File: config.mk
export PLATFORM = sky130hd
export DESIGN_NAME = if_id_buffer
export DESIGN_NICKNAME = d
export VERILOG_FILES = /design/src/rtl/pipe_pkg.sv /design/src/rtl/if_id_fifo.sv /design/src/rtl/if_id_buffer.sv
export SDC_FILE = /design/constraint.sdc
export NUM_CORES = 1
export LEC_CHECK = 0
export ABC_AREA = 1
export BUFFER_PORTS_ARGS = -buffer_cell sky130_fd_sc_hd__buf_2
export CAP_MARGIN = 10
export CORE_MARGIN = 2
export CORE_UTILIZATION = 52
export DETAILED_ROUTE_END_ITERATION = 7
export PLACE_DENSITY = 0.81
export SLEW_MARGIN = 40
export SYNTH_ARGS = -nofsm -noshare
export SYNTH_HDL_FRONTEND = slang
export SYNTH_SLANG_ARGS = --single-unit
export TNS_END_PERCENT = 5
File: constraint.sdc
create_clock -name clk_i -period 1.7 [get_ports clk_i]
set_input_delay 0.17 -clock clk_i [delete_from_list [all_inputs] [get_ports clk_i]]
set_output_delay 0.17 -clock clk_i [all_outputs]
set_load 0.03 [all_outputs]
File: src/rtl/pipe_pkg.sv
// Shared pipeline definitions for the IF/ID stage: NOP encoding, opcode
// field bounds, buffer depth and performance-counter width.
package pipe_pkg;

  localparam logic [31:0] NOP_INST    = 32'h0;
  localparam int          OP_MSB      = 31;
  localparam int          OP_LSB      = 26;
  localparam int          OP_W        = OP_MSB - OP_LSB + 1;
  localparam int          IF_ID_DEPTH = 2;
  localparam int          CNT_W       = 16;

  // Occupancy needs to represent 0..IF_ID_DEPTH inclusive.
  localparam int          OCC_W       = 2;
  localparam logic [OCC_W-1:0] OCC_FULL = OCC_W'(IF_ID_DEPTH);

  typedef struct packed {
    logic [31:0] pc;
    logic [31:0] inst;
  } if_id_entry_t;

  // Saturating increment for the performance counters.
  function automatic logic [CNT_W-1:0] sat_inc(input logic [CNT_W-1:0] cnt);
    return (&cnt) ? cnt : cnt + CNT_W'(1);
  endfunction

endpackage

File: src/rtl/if_id_fifo.sv
// Two-entry storage for fetched {pc, inst} pairs with 1-bit read/write
// pointers. Push/pop qualification is done by the caller; clear_i empties
// the buffer and overrides push and pop.
module if_id_fifo
  import pipe_pkg::*;
(
  input  logic             clk_i,
  input  logic             rst_i,
  input  logic             push_i,
  input  logic             pop_i,
  input  logic             clear_i,
  input  logic [31:0]      pc_i,
  input  logic [31:0]      inst_i,
  output logic [OCC_W-1:0] count_o,
  output logic [31:0]      head_pc_o,
  output logic [31:0]      head_inst_o
);

  if_id_entry_t [IF_ID_DEPTH-1:0] mem_q, mem_d;
  logic                           wr_ptr_q, wr_ptr_d;
  logic                           rd_ptr_q, rd_ptr_d;
  logic [OCC_W-1:0]               count_q, count_d;

  // Next-state for storage, pointers and occupancy.
  always_comb begin
    mem_d    = mem_q;
    wr_ptr_d = wr_ptr_q;
    rd_ptr_d = rd_ptr_q;
    count_d  = count_q;
    if (clear_i) begin
      wr_ptr_d = 1'b0;
      rd_ptr_d = 1'b0;
      count_d  = '0;
    end else begin
      if (push_i) begin
        mem_d[wr_ptr_q] = '{pc: pc_i, inst: inst_i};
        wr_ptr_d        = ~wr_ptr_q;
      end
      if (pop_i) begin
        rd_ptr_d = ~rd_ptr_q;
      end
      case ({push_i, pop_i})
        2'b10:   count_d = count_q + OCC_W'(1);
        2'b01:   count_d = count_q - OCC_W'(1);
        default: count_d = count_q;
      endcase
    end
  end

  // State registers; reset clears everything asynchronously.
  always_ff @(posedge clk_i or negedge rst_i) begin
    if (!rst_i) begin
      mem_q    <= '0;
      wr_ptr_q <= 1'b0;
      rd_ptr_q <= 1'b0;
      count_q  <= '0;
    end else begin
      mem_q    <= mem_d;
      wr_ptr_q <= wr_ptr_d;
      rd_ptr_q <= rd_ptr_d;
      count_q  <= count_d;
    end
  end

  assign count_o     = count_q;
  assign head_pc_o   = mem_q[rd_ptr_q].pc;
  assign head_inst_o = mem_q[rd_ptr_q].inst;

endmodule

File: src/rtl/if_id_buffer.sv
// IF/ID pipeline buffer: 2-entry valid/ready FIFO between fetch and decode
// with stall and flush handling. Optional stall/flush performance counters
// are built when IF_ID_PERF_CNT_EN is defined; otherwise they read as 0.
module if_id_buffer
  import pipe_pkg::*;
(
  input  logic        clk_i,
  input  logic        rst_i,
  input  logic [31:0] pc_i,
  input  logic [31:0] inst_i,
  input  logic        valid_i,
  output logic        ready_o,
  output logic        valid_o,
  input  logic        ready_i,
  output logic [31:0] pc_o,
  output logic [31:0] inst_o,
  output logic [5:0]  op_o,
  input  logic        stall_i,
  input  logic        flush_i,
  output logic [15:0] stall_cnt_o,
  output logic [15:0] flush_cnt_o
);

  logic [OCC_W-1:0] count;
  logic [31:0]      head_pc;
  logic [31:0]      head_inst;
  logic             push;
  logic             pop;
  logic             not_empty;

  assign not_empty = (count != '0);
  assign ready_o   = (count < OCC_FULL) && !flush_i;
  assign valid_o   = not_empty && !stall_i && !flush_i;
  assign push      = valid_i && ready_o;
  assign pop       = valid_o && ready_i;

  if_id_fifo u_fifo (
    .clk_i       (clk_i),
    .rst_i       (rst_i),
    .push_i      (push),
    .pop_i       (pop),
    .clear_i     (flush_i),
    .pc_i        (pc_i),
    .inst_i      (inst_i),
    .count_o     (count),
    .head_pc_o   (head_pc),
    .head_inst_o (head_inst)
  );

  // An empty buffer presents a NOP; otherwise the head is shown even while
  // valid_o is suppressed by stall or flush.
  assign pc_o   = not_empty ? head_pc   : 32'h0;
  assign inst_o = not_empty ? head_inst : NOP_INST;
  assign op_o   = inst_o[OP_MSB:OP_LSB];

`ifdef IF_ID_PERF_CNT_EN
  logic [CNT_W-1:0] stall_cnt_q, stall_cnt_d;
  logic [CNT_W-1:0] flush_cnt_q, flush_cnt_d;

  // Count stalled cycles that actually hold an entry, and every flush cycle.
  always_comb begin
    stall_cnt_d = stall_cnt_q;
    flush_cnt_d = flush_cnt_q;
    if (stall_i && not_empty) stall_cnt_d = sat_inc(stall_cnt_q);
    if (flush_i)              flush_cnt_d = sat_inc(flush_cnt_q);
  end

  // Counter registers.
  always_ff @(posedge clk_i or negedge rst_i) begin
    if (!rst_i) begin
      stall_cnt_q <= '0;
      flush_cnt_q <= '0;
    end else begin
      stall_cnt_q <= stall_cnt_d;
      flush_cnt_q <= flush_cnt_d;
    end
  end

  assign stall_cnt_o = stall_cnt_q;
  assign flush_cnt_o = flush_cnt_q;
`else
  assign stall_cnt_o = '0;
  assign flush_cnt_o = '0;
`endif

endmodule

# Yosys cells after proc, flatten, opt, wreduce, memory -nomap -nowiden
# Cells that the tools add are included.
# op_classes
eq_ne	2
mux	13
add_sub_neg	2
n_lt_le_gt_ge	4
reduce_logical	13
bitwise	3
# ops
operator	count
$mux W64	3
$bwmux W128	1
$demux W64 S1	1
$mux W32	2
$logic_and A1 B1 Y1	6
$reduce_bool A2 Y1	3
$lt A1 B2 Y1 const B	2
$mux W1	4
$pmux W2 S2	1
$not A1 Y1	3
$reduce_bool A3 Y1	1
$add A2 B1 Y2 const B	1
$eq A2 B1 Y1 const B	1
$eq A2 B2 Y1 const B	1
$logic_not A1 Y1	2
$lt A2 B2 Y1 const B	1
$mux W2	1
$reduce_and A2 Y1	1
$sub A2 B1 Y2 const B	1
$ge A1 B1 Y1 const B	1
# totals
inputBits	70
regBits	132
elab_cells	44

# Longest topological paths before layout
# depth
word_depth	7
depth_mapped	8
mapped_depth_nobuf	8

# By module
# A second synthesis with hierarchy kept.
# hier_totals
hier_cells	762
area_unflattened_um2	7040.5
# by_module_without_submodules
module	cells_each	area_per_inst_um2	seq_area_each_um2	n_inst
if_id_fifo	578	6059.6	3303.2	1
if_id_buffer	184	980.9	0.0	1

# Worst setup path before layout
# Ideal clock, no wire load.
# synth_timing
path_kind	flip-flop to output port
from	register u_fifo.count_q[1] (netlist: u_fifo.count_o[1])
to	output port op_o[0]
t_arrival_ps	1728
path_slack_ps	-198
stages_incl_launch_ff	8
t_required_ps	1530
n_path_buf	3
path_cell_list	dfrtp_1 -> inv_2 -> nand2_1 -> buf_2 -> buf_2 -> o21ai_0 -> a21oi_1 -> buf_4
# synth_via
elab_chain_len	2
# synth_rtl
element	line	rtl
from (decl)	if_id_fifo.sv:22	logic [OCC_W-1:0] count_q, count_d;
from (signal assigned)	if_id_fifo.sv:61	count_q <= count_d;
$reduce_bool A2 Y1	if_id_buffer.sv:31	assign not_empty = (count != '0);
$mux W32	if_id_buffer.sv:53	assign inst_o = not_empty ? head_inst : NOP_INST;
to (decl)	if_id_buffer.sv:17	output logic [5:0] op_o,
# No other way between the ends.

# Worst setup path after layout
# layout_timing
from	register u_fifo.rd_ptr_q
to	output port inst_o[2]
# layout_via
elab_chain_len	3
# layout_rtl
element	line	rtl
from (decl)	if_id_fifo.sv:21	logic rd_ptr_q, rd_ptr_d;
from (signal assigned)	if_id_fifo.sv:60	rd_ptr_q <= rd_ptr_d;
$mux W64 (2 in a row)	--	
$mux W32	if_id_buffer.sv:53	
to (decl)	if_id_buffer.sv:16	output logic [31:0] inst_o,
# No other way between the ends. The select of a mux whose other input is x is not followed.

==> results_tabular.tex <==
\begin{tabular}{lr}
\hline
Metric & Value \\
\hline
\multicolumn{2}{l}{\textbf{STA}} \\
Worst Skew & 6.59 ps \\
Fmax & between 500 and 600 MHz \\
Unrepaired setup endpoints after global routing & true \\
Final period demand of the worst path & 1820 ps \\
Post-route clock period utilization & 107\% \\
Worst hold slack after final layout & 104 ps \\
Hold Violations, Final & 0 \\
Post-route setup TNS & -4430 ps \\
Final-report max-slew violation count & 0 \\
Smallest setup slack after layout & -116 ps \\
Final number of setup-violating endpoints & 69 \\
\multicolumn{2}{l}{\textbf{Detailed routing}} \\
Average via count per standard cell & roughly 5.4 \\
DR WL/cell & about 17 um \\
Remaining routing DRC violations & 0 \\
Routed vias & about 6,000 \\
Number of design-rule violations left by the first detailed-router iteration & approximately 550 \\
ANT nets after route & 0 \\
Total routed wirelength & $\sim$20,000 um \\
Detailed-routing iteration count for the pre-antenna-repair pass & 6 \\
\multicolumn{2}{l}{\textbf{Synthesis}} \\
Top cells by instance count after synthesis & sky130\_fd\_sc\_hd\_\_nand2\_1 (267), sky130\_fd\_sc\_hd\_\_dfrtp\_1 (132), sky130\_fd\_sc\_hd\_\_o21ai\_0 (114) \\
Ys Warns & 0 \\
Average footprint of a synthesized cell & approximately 8 sq um \\
Cell type with the highest aggregate area in the netlist & sky130\_fd\_sc\_hd\_\_dfrtp\_1 \\
Share of flip-flops with an asynchronous set or reset after synthesis & 100\% \\
Most common cell in the synthesized netlist & sky130\_fd\_sc\_hd\_\_nand2\_1 \\
Area share of the largest cell type after synthesis & 53.0\% \\
Most used flip-flop cell after synthesis & sky130\_fd\_sc\_hd\_\_dfrtp\_1 \\
Number of synthesized register bits & approximately 130 \\
Number of synthesized flops with an enable pin & 0 \\
Synthesized netlist cell count & approximately 770 \\
Dominant cells by area after synthesis & sky130\_fd\_sc\_hd\_\_dfrtp\_1 (53\%), sky130\_fd\_sc\_hd\_\_nand2\_1 (16\%), sky130\_fd\_sc\_hd\_\_o21ai\_0 (9.2\%) \\
Sequential cell area fraction in the yosys report & 53.0\% \\
Distinct cell type count after synthesis & 20 \\
Synthesized area & 6230 sq um \\
\multicolumn{2}{l}{\textbf{Finish}} \\
Fraction of layout cells with a size suffix above 1 & a little under a third \\
Fin nets & approximately 1,000 \\
Area growth from synthesis to final layout & 49.1\% \\
Final design area excluding fillers & just over 9000 sq um \\
Final core area utilization & 80.3\% \\
Number of standard cells in the layout, taps in and fillers out & 1,131 \\
\multicolumn{2}{l}{\textbf{Floorplan}} \\
Number of top-level pins & 174 \\
X dimension of the die & around 110 um \\
Die boundary height & 113 um \\
Core area & between 10,000 and 15,000 sq um \\
Initial standard-cell utilization of the core & between 50\% and 60\% \\
Row count & 39 \\
Die footprint & between 10,000 and 15,000 sq um \\
\multicolumn{2}{l}{\textbf{Clock tree}} \\
TritonCTS clock tree & done \\
Clock buffer depth & 2 \\
Worst-skew pair later-pin latency & 420 ps \\
Clk root buf & sky130\_fd\_sc\_hd\_\_clkbuf\_16 \\
CTS HTree Levels & 4 \\
CTS clk-pin slew, worst paths & 50 ps \\
Number of buffers inserted during clock tree synthesis & 17 \\
Number of sinks handled by clock tree synthesis & around 130 \\
\multicolumn{2}{l}{\textbf{Run status}} \\
Violations in the final reports & setup timing \\
Run status & finished with violations \\
\multicolumn{2}{l}{\textbf{Power}} \\
Part of the total power dissipated in combinational logic & between 20\% and 30\% \\
Internal power component & about 7.3 mW \\
Sequential power share & roughly two fifths \\
Cell Pwr Density & about 1200 nW/um\^{}2 \\
Leakage & $\sim$4.5 nW \\
Clock power share & around a third \\
Reported net switching power & 3.68 mW \\
VDD IR max & 0.826 mV \\
Final total power & 11.0 mW \\
Switching part of the total & between 30\% and 40\% \\
\multicolumn{2}{l}{\textbf{Global routing}} \\
Number of global-route vias before repair & 5,903 \\
Global routing met3 resource utilization & 6.48\% \\
GRT Overall Usage & between 20\% and 30\% \\
Met1 Resource Use GR & between 30\% and 40\% \\
Largest net degree at the start of global routing & between 60 and 70 \\
Antenna violations before repair & 1 \\
Most Used Layer, Global Route & met2 \\
Fraction of met2 tracks used by global routing & between 40 and 50\% \\
GRT Residual Overflow & 0 \\
First-pass GRT wire length & 28,600 um \\
\multicolumn{2}{l}{\textbf{Placement}} \\
Number of I/O port buffers & about 140 \\
Detailed placement HPWL & 9130 um \\
Cell area reported after detailed placement & about 6900 sq um \\
Post-Place Worst Slack & between 150 and 200 ps \\
Global placer's final weighted congestion & around 0.76 \\
Inst Count DP & slightly above 1,000 \\
\multicolumn{2}{l}{\textbf{Run}} \\
Max-Cap Viols & 0 \\
\multicolumn{2}{l}{\textbf{Worst setup path}} \\
Cells along the critical path & buf\_12 > buf\_16 > a21oi\_2 > buf\_6 \\
Arr. time, crit path & around 1700 ps \\
Required @ worst endpoint & roughly 1500 ps \\
Type of element capturing the critical path & output pin \\
Worst setup path class & reg -> out \\
Worst-path cell with the longest stage delay & sky130\_fd\_sc\_hd\_\_dfrtp\_4 \\
Max stage delay on crit path & $\sim$510 ps \\
Kind of start point of the critical path & flop \\
Max Fanout on Critical Path & 16 \\
\multicolumn{2}{l}{\textbf{Hold path}} \\
Class of the tightest hold or removal check & in -> reg \\
\hline
\end{tabular}
-- worst max-delay path, delay by kind of cell, from the launching register on --
kind	cells	cell delay, ps
AOI/OAI and AO/OA	1	200
buffers and inverters	3	520
DFF	1	510
-- sequential cells by signal, summed over array words and instances, names as in the netlist --
name,flops
u_fifo.count_o,2
u_fifo.mem_q,128
u_fifo.rd_ptr_q,1
u_fifo.wr_ptr_q,1
-- cell families (layout without fill, tap and decap cells) --
| group | Yosys count | in the layout | synth area share (%) |
|---|---|---|---|
| other | 1 | 33 | 0.0602 |
| flip-flops | 132 | 132 | 53.0 |
| AND/OR/NAND/NOR | 284 | 284 | 18.0 |
| AO/OA/AOI/OAI | 194 | 194 | 15.6 |
| buffers and inverters | 157 | 345 | 13.4 |
-- what timing repair did --
action | CTS | global route
pin swaps | 20 | 31
hold endpoints to repair | 253 | 0
endpoints found under the setup margin | 70 | 71
hold buffers | 65 | 0
resized for setup | 209 | 88
setup buffers | 11 | 0
cloned | 4 | 4
-- layout make-up --
type	count	area, sq um
flip-flops and latches	132	3310
multi-input cells	510	2700
fillers	668	2280
repair buffers	242	2270
clock buffers	27	513
inverters	72	270
well taps	143	179
clock inverters	4	45.0
diodes	1	2.50
-- path summary, 6_finish.rpt --
kind | to | slack [ps] | depth (start not counted) | startpoint
setup / recovery | inst_o[2] | -120 | 4 | u_fifo.rd_ptr_q
hold reg to reg | u_fifo.mem_q[47] | 470 | 2 | u_fifo.mem_q[47]
max in group asynchronous | u_fifo.mem_q[9] | 910 | 3 | rst_i
setup reg to reg | u_fifo.mem_q[4] | 30 | 7 | u_fifo.count_o[1]
min in group asynchronous | u_fifo.mem_q[2] | 170 | 2 | rst_i
hold / removal | u_fifo.count_o[0] | 100 | 4 | flush_i
-- placed cells by master (no fill, tap or decap), types with 2 or more instances in the layout --
| cell type | count |
|---|---|
| sky130_fd_sc_hd__nand2_1 | 266 |
| sky130_fd_sc_hd__dfrtp_1 | 130 |
| sky130_fd_sc_hd__buf_2 | 72 |
| sky130_fd_sc_hd__inv_1 | 69 |
| sky130_fd_sc_hd__dlygate4sd3_1 | 65 |
| sky130_fd_sc_hd__o21ai_0 | 51 |
| sky130_fd_sc_hd__buf_4 | 45 |
| sky130_fd_sc_hd__a21oi_2 | 38 |
| sky130_fd_sc_hd__buf_6 | 38 |
| sky130_fd_sc_hd__o21ai_2 | 37 |
| sky130_fd_sc_hd__conb_1 | 32 |
| sky130_fd_sc_hd__o21ai_1 | 28 |
| sky130_fd_sc_hd__a21oi_1 | 25 |
| sky130_fd_sc_hd__clkbuf_16 | 21 |
| sky130_fd_sc_hd__o21ai_4 | 13 |
| sky130_fd_sc_hd__buf_12 | 12 |
| sky130_fd_sc_hd__nor2_4 | 5 |
| sky130_fd_sc_hd__nand3_1 | 5 |
| sky130_fd_sc_hd__clkbuf_8 | 5 |
| sky130_fd_sc_hd__clkbuf_1 | 5 |
| sky130_fd_sc_hd__buf_16 | 5 |
| sky130_fd_sc_hd__inv_2 | 3 |
| sky130_fd_sc_hd__clkinv_2 | 3 |
| sky130_fd_sc_hd__a21oi_4 | 2 |
| sky130_fd_sc_hd__nor2_1 | 2 |
| sky130_fd_sc_hd__nand4_1 | 2 |
-- per-layer routing --
metal	vias up	wire [um]
li1	2772	-
met1	2966	7410
met2	373	10300
met3	47	1430
met4	0	459
met5	-	0
-- power groups by stage --
stage / logic [mW] / registers (mW) / clock network [mW]
after CTS: 2.74 / 4.35 / 3.47
after global placement: 2.13 / 4.32 / 0
after global routing: 3.35 / 4.53 / 3.64
final: 3.10 / 4.46 / 3.45
after floorplan: 1.65 / 4.25 / 0
after detailed placement: 2.18 / 4.35 / 0
Power figures use the tool's default switching activity.
